[src/rtl/memory_stage_if.sv]
// Data-memory request/response bus between the memory stage (master) and the data memory (slave).
interface memory_stage_if;
    logic        dm_req;
    logic        dm_we;
    logic [31:0] dm_addr;
    logic [31:0] dm_wdata;
    logic [3:0]  dm_be;
    logic        dm_ack;
    logic [31:0] dm_rdata;

    modport master (
        output dm_req, dm_we, dm_addr, dm_wdata, dm_be,
        input  dm_ack, dm_rdata
    );

    modport slave (
        input  dm_req, dm_we, dm_addr, dm_wdata, dm_be,
        output dm_ack, dm_rdata
    );
endinterface

[src/rtl/memory_stage.sv]
// Pipeline memory stage: pass-through ops retire in one cycle, loads/stores go to data memory and wait for dm_ack.
// Optional build macro MEM_ALIGN_CHECK_EN traps misaligned half/word accesses instead of issuing them.
module memory_stage (
    input  logic        clk,
    input  logic        rst_n,
    input  logic        in_valid,
    output logic        in_ready,
    input  logic [31:0] alu_o,
    input  logic [31:0] rt_data,
    input  logic [31:0] insn,
    input  logic        rwe,
    input  logic        rwd,
    input  logic        rdst,
    input  logic        dmwe,
    input  logic [1:0]  mem_size,
    input  logic        mem_sign,
    memory_stage_if.master dm,
    output logic        wb_valid,
    output logic [31:0] wb_o,
    output logic [31:0] wb_d,
    output logic [31:0] wb_insn,
    output logic        wb_rwe,
    output logic        wb_rwd,
    output logic        wb_rdst,
    output logic        misalign
);
    typedef enum logic {IDLE, WAIT} state_t;

    state_t      state_q, state_d;
    logic        rdy_q;
    logic        dm_we_q;
    logic [31:0] dm_addr_q, dm_wdata_q;
    logic [3:0]  dm_be_q;
    logic [31:0] p_alu_q, p_insn_q;
    logic        p_rwe_q, p_rwd_q, p_rdst_q, p_st_q, p_sign_q;
    logic [1:0]  p_size_q;
    logic        wb_valid_q, wb_rwe_q, wb_rwd_q, wb_rdst_q, misalign_q;
    logic [31:0] wb_o_q, wb_d_q, wb_insn_q;

    logic        accept, is_mem, mis_c, go_mem, done_mem;
    logic [3:0]  be_c;
    logic [31:0] wdata_c, ld_c;
    logic [7:0]  bsel;
    logic [15:0] hsel;

    assign accept   = in_valid && rdy_q;
    assign is_mem   = rwd || dmwe;
`ifdef MEM_ALIGN_CHECK_EN
    assign mis_c    = is_mem && (((mem_size == 2'b01) && alu_o[0]) ||
                                 (mem_size[1] && (alu_o[1:0] != 2'b00)));
`else
    assign mis_c    = 1'b0;
`endif
    assign go_mem   = accept && is_mem && !mis_c;
    assign done_mem = (state_q == WAIT) && dm.dm_ack;

    always_ff @(posedge clk or negedge rst_n) begin
        if (!rst_n) state_q <= IDLE;
        else        state_q <= state_d;
    end

    // dm_ack outside WAIT never moves the FSM, so a stray ack in IDLE is dropped
    always_comb begin
        state_d = state_q;
        case (state_q)
            IDLE:    if (go_mem)      state_d = WAIT;
            WAIT:    if (dm.dm_ack)   state_d = IDLE;
            default:                  state_d = IDLE;
        endcase
    end

    always_comb begin
        be_c    = 4'b1111;
        wdata_c = rt_data;
        case (mem_size)
            2'b00: begin
                be_c    = 4'b0001 << alu_o[1:0];
                wdata_c = {4{rt_data[7:0]}};
            end
            2'b01: begin
                be_c    = alu_o[1] ? 4'b1100 : 4'b0011;
                wdata_c = {2{rt_data[15:0]}};
            end
            default: ;
        endcase
    end

    always_comb begin
        bsel = dm.dm_rdata[7:0];
        case (p_alu_q[1:0])
            2'd1:    bsel = dm.dm_rdata[15:8];
            2'd2:    bsel = dm.dm_rdata[23:16];
            2'd3:    bsel = dm.dm_rdata[31:24];
            default: ;
        endcase
        hsel = p_alu_q[1] ? dm.dm_rdata[31:16] : dm.dm_rdata[15:0];
        ld_c = dm.dm_rdata;
        case (p_size_q)
            2'b00:   ld_c = {{24{p_sign_q & bsel[7]}}, bsel};
            2'b01:   ld_c = {{16{p_sign_q & hsel[15]}}, hsel};
            default: ;
        endcase
    end

    always_ff @(posedge clk or negedge rst_n) begin
        if (!rst_n) begin
            rdy_q      <= 1'b0;
            dm_we_q    <= 1'b0;
            dm_addr_q  <= '0;
            dm_wdata_q <= '0;
            dm_be_q    <= '0;
            p_alu_q    <= '0;
            p_insn_q   <= '0;
            p_rwe_q    <= 1'b0;
            p_rwd_q    <= 1'b0;
            p_rdst_q   <= 1'b0;
            p_st_q     <= 1'b0;
            p_sign_q   <= 1'b0;
            p_size_q   <= '0;
            wb_valid_q <= 1'b0;
            wb_o_q     <= '0;
            wb_d_q     <= '0;
            wb_insn_q  <= '0;
            wb_rwe_q   <= 1'b0;
            wb_rwd_q   <= 1'b0;
            wb_rdst_q  <= 1'b0;
            misalign_q <= 1'b0;
        end else begin
            rdy_q      <= (state_d == IDLE);
            wb_valid_q <= 1'b0;
            misalign_q <= 1'b0;
            if (go_mem) begin
                dm_we_q    <= dmwe;
                dm_addr_q  <= {alu_o[31:2], 2'b00};
                dm_wdata_q <= wdata_c;
                dm_be_q    <= be_c;
                p_alu_q    <= alu_o;
                p_insn_q   <= insn;
                p_rwe_q    <= rwe;
                p_rwd_q    <= rwd;
                p_rdst_q   <= rdst;
                p_st_q     <= dmwe;
                p_sign_q   <= mem_sign;
                p_size_q   <= mem_size;
            end
            // Pass-through and trapped misaligned ops retire straight from IDLE
            if (accept && !go_mem) begin
                wb_valid_q <= 1'b1;
                wb_o_q     <= alu_o;
                wb_d_q     <= '0;
                wb_insn_q  <= insn;
                wb_rwe_q   <= rwe && !mis_c;
                wb_rwd_q   <= rwd;
                wb_rdst_q  <= rdst;
                misalign_q <= mis_c;
            end
            if (done_mem) begin
                wb_valid_q <= 1'b1;
                wb_o_q     <= p_alu_q;
                wb_d_q     <= p_st_q ? 32'h0 : ld_c;
                wb_insn_q  <= p_insn_q;
                wb_rwe_q   <= p_rwe_q && !p_st_q;
                wb_rwd_q   <= p_rwd_q;
                wb_rdst_q  <= p_rdst_q;
            end
        end
    end

    assign in_ready    = rdy_q;
    assign dm.dm_req   = (state_q == WAIT);
    assign dm.dm_we    = dm_we_q;
    assign dm.dm_addr  = dm_addr_q;
    assign dm.dm_wdata = dm_wdata_q;
    assign dm.dm_be    = dm_be_q;
    assign wb_valid    = wb_valid_q;
    assign wb_o        = wb_o_q;
    assign wb_d        = wb_d_q;
    assign wb_insn     = wb_insn_q;
    assign wb_rwe      = wb_rwe_q;
    assign wb_rwd      = wb_rwd_q;
    assign wb_rdst     = wb_rdst_q;
    assign misalign    = misalign_q;
endmodule

[src/flat_wrapper.sv]
// flat-port wrapper written by rule: the top's interface ports become plain ports
module memory_stage_flat 
  (clk, rst_n, in_valid, in_ready, alu_o, rt_data, insn, rwe, rwd, rdst, dmwe, mem_size, mem_sign, wb_valid, wb_o, wb_d, wb_insn, wb_rwe, wb_rwd, wb_rdst, misalign, dm_dm_req, dm_dm_we, dm_dm_addr, dm_dm_wdata, dm_dm_be, dm_dm_ack, dm_dm_rdata);
  memory_stage_if dm_i ();
  input  logic clk;
  input  logic rst_n;
  input  logic in_valid;
  output logic in_ready;
  input  logic [31:0] alu_o;
  input  logic [31:0] rt_data;
  input  logic [31:0] insn;
  input  logic rwe;
  input  logic rwd;
  input  logic rdst;
  input  logic dmwe;
  input  logic [1:0] mem_size;
  input  logic mem_sign;
  output logic wb_valid;
  output logic [31:0] wb_o;
  output logic [31:0] wb_d;
  output logic [31:0] wb_insn;
  output logic wb_rwe;
  output logic wb_rwd;
  output logic wb_rdst;
  output logic misalign;
  output wire logic [$bits(dm_i.dm_req)-1:0] dm_dm_req;
  output wire logic [$bits(dm_i.dm_we)-1:0] dm_dm_we;
  output wire logic [$bits(dm_i.dm_addr)-1:0] dm_dm_addr;
  output wire logic [$bits(dm_i.dm_wdata)-1:0] dm_dm_wdata;
  output wire logic [$bits(dm_i.dm_be)-1:0] dm_dm_be;
  input wire logic [$bits(dm_i.dm_ack)-1:0] dm_dm_ack;
  input wire logic [$bits(dm_i.dm_rdata)-1:0] dm_dm_rdata;
  assign dm_dm_req = dm_i.dm_req;
  assign dm_dm_we = dm_i.dm_we;
  assign dm_dm_addr = dm_i.dm_addr;
  assign dm_dm_wdata = dm_i.dm_wdata;
  assign dm_dm_be = dm_i.dm_be;
  assign dm_i.dm_ack = dm_dm_ack;
  assign dm_i.dm_rdata = dm_dm_rdata;
  memory_stage u_core (.clk(clk), .rst_n(rst_n), .in_valid(in_valid), .in_ready(in_ready), .alu_o(alu_o), .rt_data(rt_data), .insn(insn), .rwe(rwe), .rwd(rwd), .rdst(rdst), .dmwe(dmwe), .mem_size(mem_size), .mem_sign(mem_sign), .dm(dm_i), .wb_valid(wb_valid), .wb_o(wb_o), .wb_d(wb_d), .wb_insn(wb_insn), .wb_rwe(wb_rwe), .wb_rwd(wb_rwd), .wb_rdst(wb_rdst), .misalign(misalign));
endmodule
[config.mk]
export PLATFORM = sky130hd
export DESIGN_NAME = memory_stage_flat
export DESIGN_NICKNAME = d
export VERILOG_FILES = /design/src/rtl/memory_stage_if.sv /design/src/rtl/memory_stage.sv /design/src/flat_wrapper.sv
export SDC_FILE = /design/constraint.sdc
export NUM_CORES = 1
export LEC_CHECK = 0
export CORE_MARGIN = 10
export CORE_UTILIZATION = 50
export DETAILED_ROUTE_END_ITERATION = 8
export PLACE_DENSITY = 0.95
export SLEW_MARGIN = 10
export SYNTH_ARGS = -nofsm -noshare
export SYNTH_HDL_FRONTEND = slang
export SYNTH_SLANG_ARGS = --single-unit
[constraint.sdc]
create_clock -name clk -period 2.85 [get_ports clk]
set_input_delay 0.57 -clock clk [delete_from_list [all_inputs] [get_ports clk]]
set_output_delay 0.57 -clock clk [all_outputs]
set_load 0.01 [all_outputs]
==> impl_metrics.csv <==
group,metric,value,unit
yosys,yosysUniqueCellTypes,36,
cells_and_area,antenna_cells,0,
min_path,hp-class,"in2async",
power,peakVddDrop,0.000637,V
yosys,ys_seq_elements,209,
routing,ant_nets,0,
yosys,ys_warn_count,0,
yosys,synth.most_common_cell,"nand2_1",
clocking,cts_tree,"done",
global_routing,grt_overflow,0,
floorplanning,io_pins,311,
critical_path,path_buf_inv,1,
routing,via_per_inst,5.60,
clocking,clkLatencyLatePin,0.50,ns
clocking,cts_sinks,209,
critical_path,cpMaxStageDelayCell,"clkdlybuf4s50_1",
timing,setup_viol,0,
cells_and_area,nNetsFinal,1372,
timing,tns,0,ns
cells_and_area,drive_above_1_share,5.94,%
critical_path,worstPathArrival,1.61,ns
flow_run,drv_cap,0,
critical_path,crit_chain,"clkdlybuf4s50_1",
yosys,synth_ff_type,"dfrtp_1",
power,finalPower,14.3,mW
yosys,synth_mux_area_share,10.6,%
global_routing,grt_pass1_vias,8688,
timing,hold_viol_final,0,
yosys,synth-compound-area-share,11.8,%
clocking,cts_hold_buf,0,
yosys,async_flop_share,100,%
global_routing,grt_pass1_wl,47900,µm
yosys,ys_top_cells_by_count,"nand2_1, dfrtp_1, o21ai_0, mux2i_1, buf_4",
place,io_buffers,307,
timing,worst_slack,0.672,ns
power,p_leak,6.04,nW
place,pre_cts_ws,0.386,ns
status,outcome,"finished, final reports clean",
floorplanning,die_w,157,µm
clocking,cts_setup_buffers,0,
critical_path,cp_max_fo,6,
yosys,avgSynthCellArea,9.66,µm²
yosys,synth_xor_area_share,0,%
global_routing,grt_usage,24.1,%
power,powerDensity,1080,mW/mm²
clocking,cts-htree-levels,1,
global_routing,antenna_found_initial,0,
yosys,synthSimpleGateAreaFrac,15.8,%
routing,drcViolationCount,0,
yosys,synth_top_cells_by_area,"dfrtp_1, nand2_1, mux2i_1",
critical_path,end_kind,"output pin",
routing,drt_first_pass_iters,5,
timing,finalCriticalPeriod,2.18,ns
yosys,synth-edff-count,0,
timing,skew,0.0132,ns
yosys,synth_top_cell_area_share,55.4,%
floorplanning,core_area,0.0186,mm²
routing,wl_per_cell,20.6,µm
timing,max_freq,459,MHz
yosys,synthAdderAreaFrac,0,%
yosys,netlist_instances,977,
timing,slew_headroom,23.2,%
timing,tightest_slew,1.15,ns
place,dpl.cell_count,1442,
cells_and_area,area_delta_synth_final,40.5,%
floorplanning,die-area,0.0248,mm²
yosys,synth_top_family_by_area,"simple AND/OR/NAND/NOR gates",
routing,vias,8289,
yosys,synth_top_area_cell,"dfrtp_1",
critical_path,critPathMaxStageDelay,0.62,ns
floorplanning,die_h,157,µm
clocking,cts-root-buf,"clkbuf_16",
cells_and_area,fin_cells,1480,
timing,finalCritPeriodShare,76.4,%
place,hpwl,21700,µm
yosys,syn_area,0.00944,mm²
clocking,cts_buffers,23,
place,gp_congestion,0.875,
floorplanning,rows,50,
routing,wirelength,30500,µm
timing,rsz0062_at_grt,"no",
clocking,cts_resized,0,
floorplanning,initial_utilization,50.6,%
yosys,ys_seq_area_share,55.4,%
global_routing,grt_max_degree,97,
clocking,clockBufferDepth,3,
critical_path,crit_path_start_kind,"flip-flop",
critical_path,timing_worst_setup_path_type,"reg2out",
cells_and_area,fin_util,71.1,%
critical_path,worst-endpoint-required,2.28,ns
routing,drtIter0Drc,519,
clocking,clk_pin_slew_worst_paths,0.06,ns
timing,slew_violations,0,
critical_path,path_delay_family,"buffers and inverters",
registers in the layout, summed over array words and instances (netlist names), 2 cells and up:
name	flops
u_core.dm.dm_be	4
u_core.dm.dm_wdata	32
u_core.p_alu_q	32
u_core.p_insn_q	32
u_core.p_size_q	2
u_core.wb_d	32
u_core.wb_insn	32
u_core.wb_o	32
cell families (layout without fill, tap and decap cells):
logic type,count (synthesis),in the layout
AO/OA/AOI/OAI,178,178
buffers and inverters,106,373
flip-flops,209,209
multiplexers,99,99
other,1,3
AND/OR/NAND/NOR,384,384
worst paths after layout:
path | from | end | slack (ns) | depth (start not counted)
min reg2reg | u_core.dm.dm_be[3] | u_core.dm.dm_be[3] | 0.47 | 2
max in group asynchronous | rst_n | u_core.dm.dm_wdata[13] | 1.97 | 2
max | u_core.dm.dm_we | dm_dm_we | 0.67 | 1
min | rst_n | u_core.wb_d[6] | 0.07 | 1
max reg2reg | u_core.p_size_q[0] | u_core.wb_d[4] | 0.82 | 4
min in group clk | u_core.dm.dm_be[3] | u_core.dm.dm_be[3] | 0.47 | 2
through the flow:
step           instance area [µm²]  hold slack [ns]
6_report                     13300           0.0733
5_1_grt                      13300            0.122
4_1_cts                      13300            0.114
3_5_place_dp                 12500            0.462
3_3_place_gp                 12500            0.449
2_1_floorplan                 9440            0.274
area by class of cell:
class                   instances  area (µm²)
well taps                     234         293
repair buffers                329        3340
multi-input cells             664        3640
clock inverters                 9        72.6
flip-flops and latches        209        5230
fillers                      1246        5390
clock buffers                  29         648
inverters                       6        22.5
cell usage in the layout (no fill, tap or decap), types with 2 or more instances in the layout:
cell	n
o21ai_0	109
mux2_2	7
a211o_1	6
nor2_1	20
a32o_1	6
dfrtp_1	209
clkbuf_8	6
inv_1	6
a221oi_1	8
buf_12	8
o31ai_1	7
clkinv_2	7
o21ai_1	5
mux2i_1	92
a221o_1	16
nand3_1	2
clkdlybuf4s50_1	306
nand2_1	344
a22o_1	2
conb_1	3
nand2b_1	2
nor2b_1	2
nor3b_1	7
clkbuf_16	23
a21oi_1	11
buf_4	14
routing by layer:
metal  wire length, µm  share of wire, %  up-vias  global-route usage (%)
met1             11000                36     4005                    27.3
li1                  -                 -     3763                       -
met5                 0                 0        -                       0
met4              1440               4.7        0                    11.6
met3              3080                10       94                    8.08
met2             14900                49      427                    40.1
power by group:
group	internal [mW]	switching [mW]
combinational	3.15	3.03
clock	1.68	1.17
sequential	4.34	0.949
(Power assumes the default switching activity.)
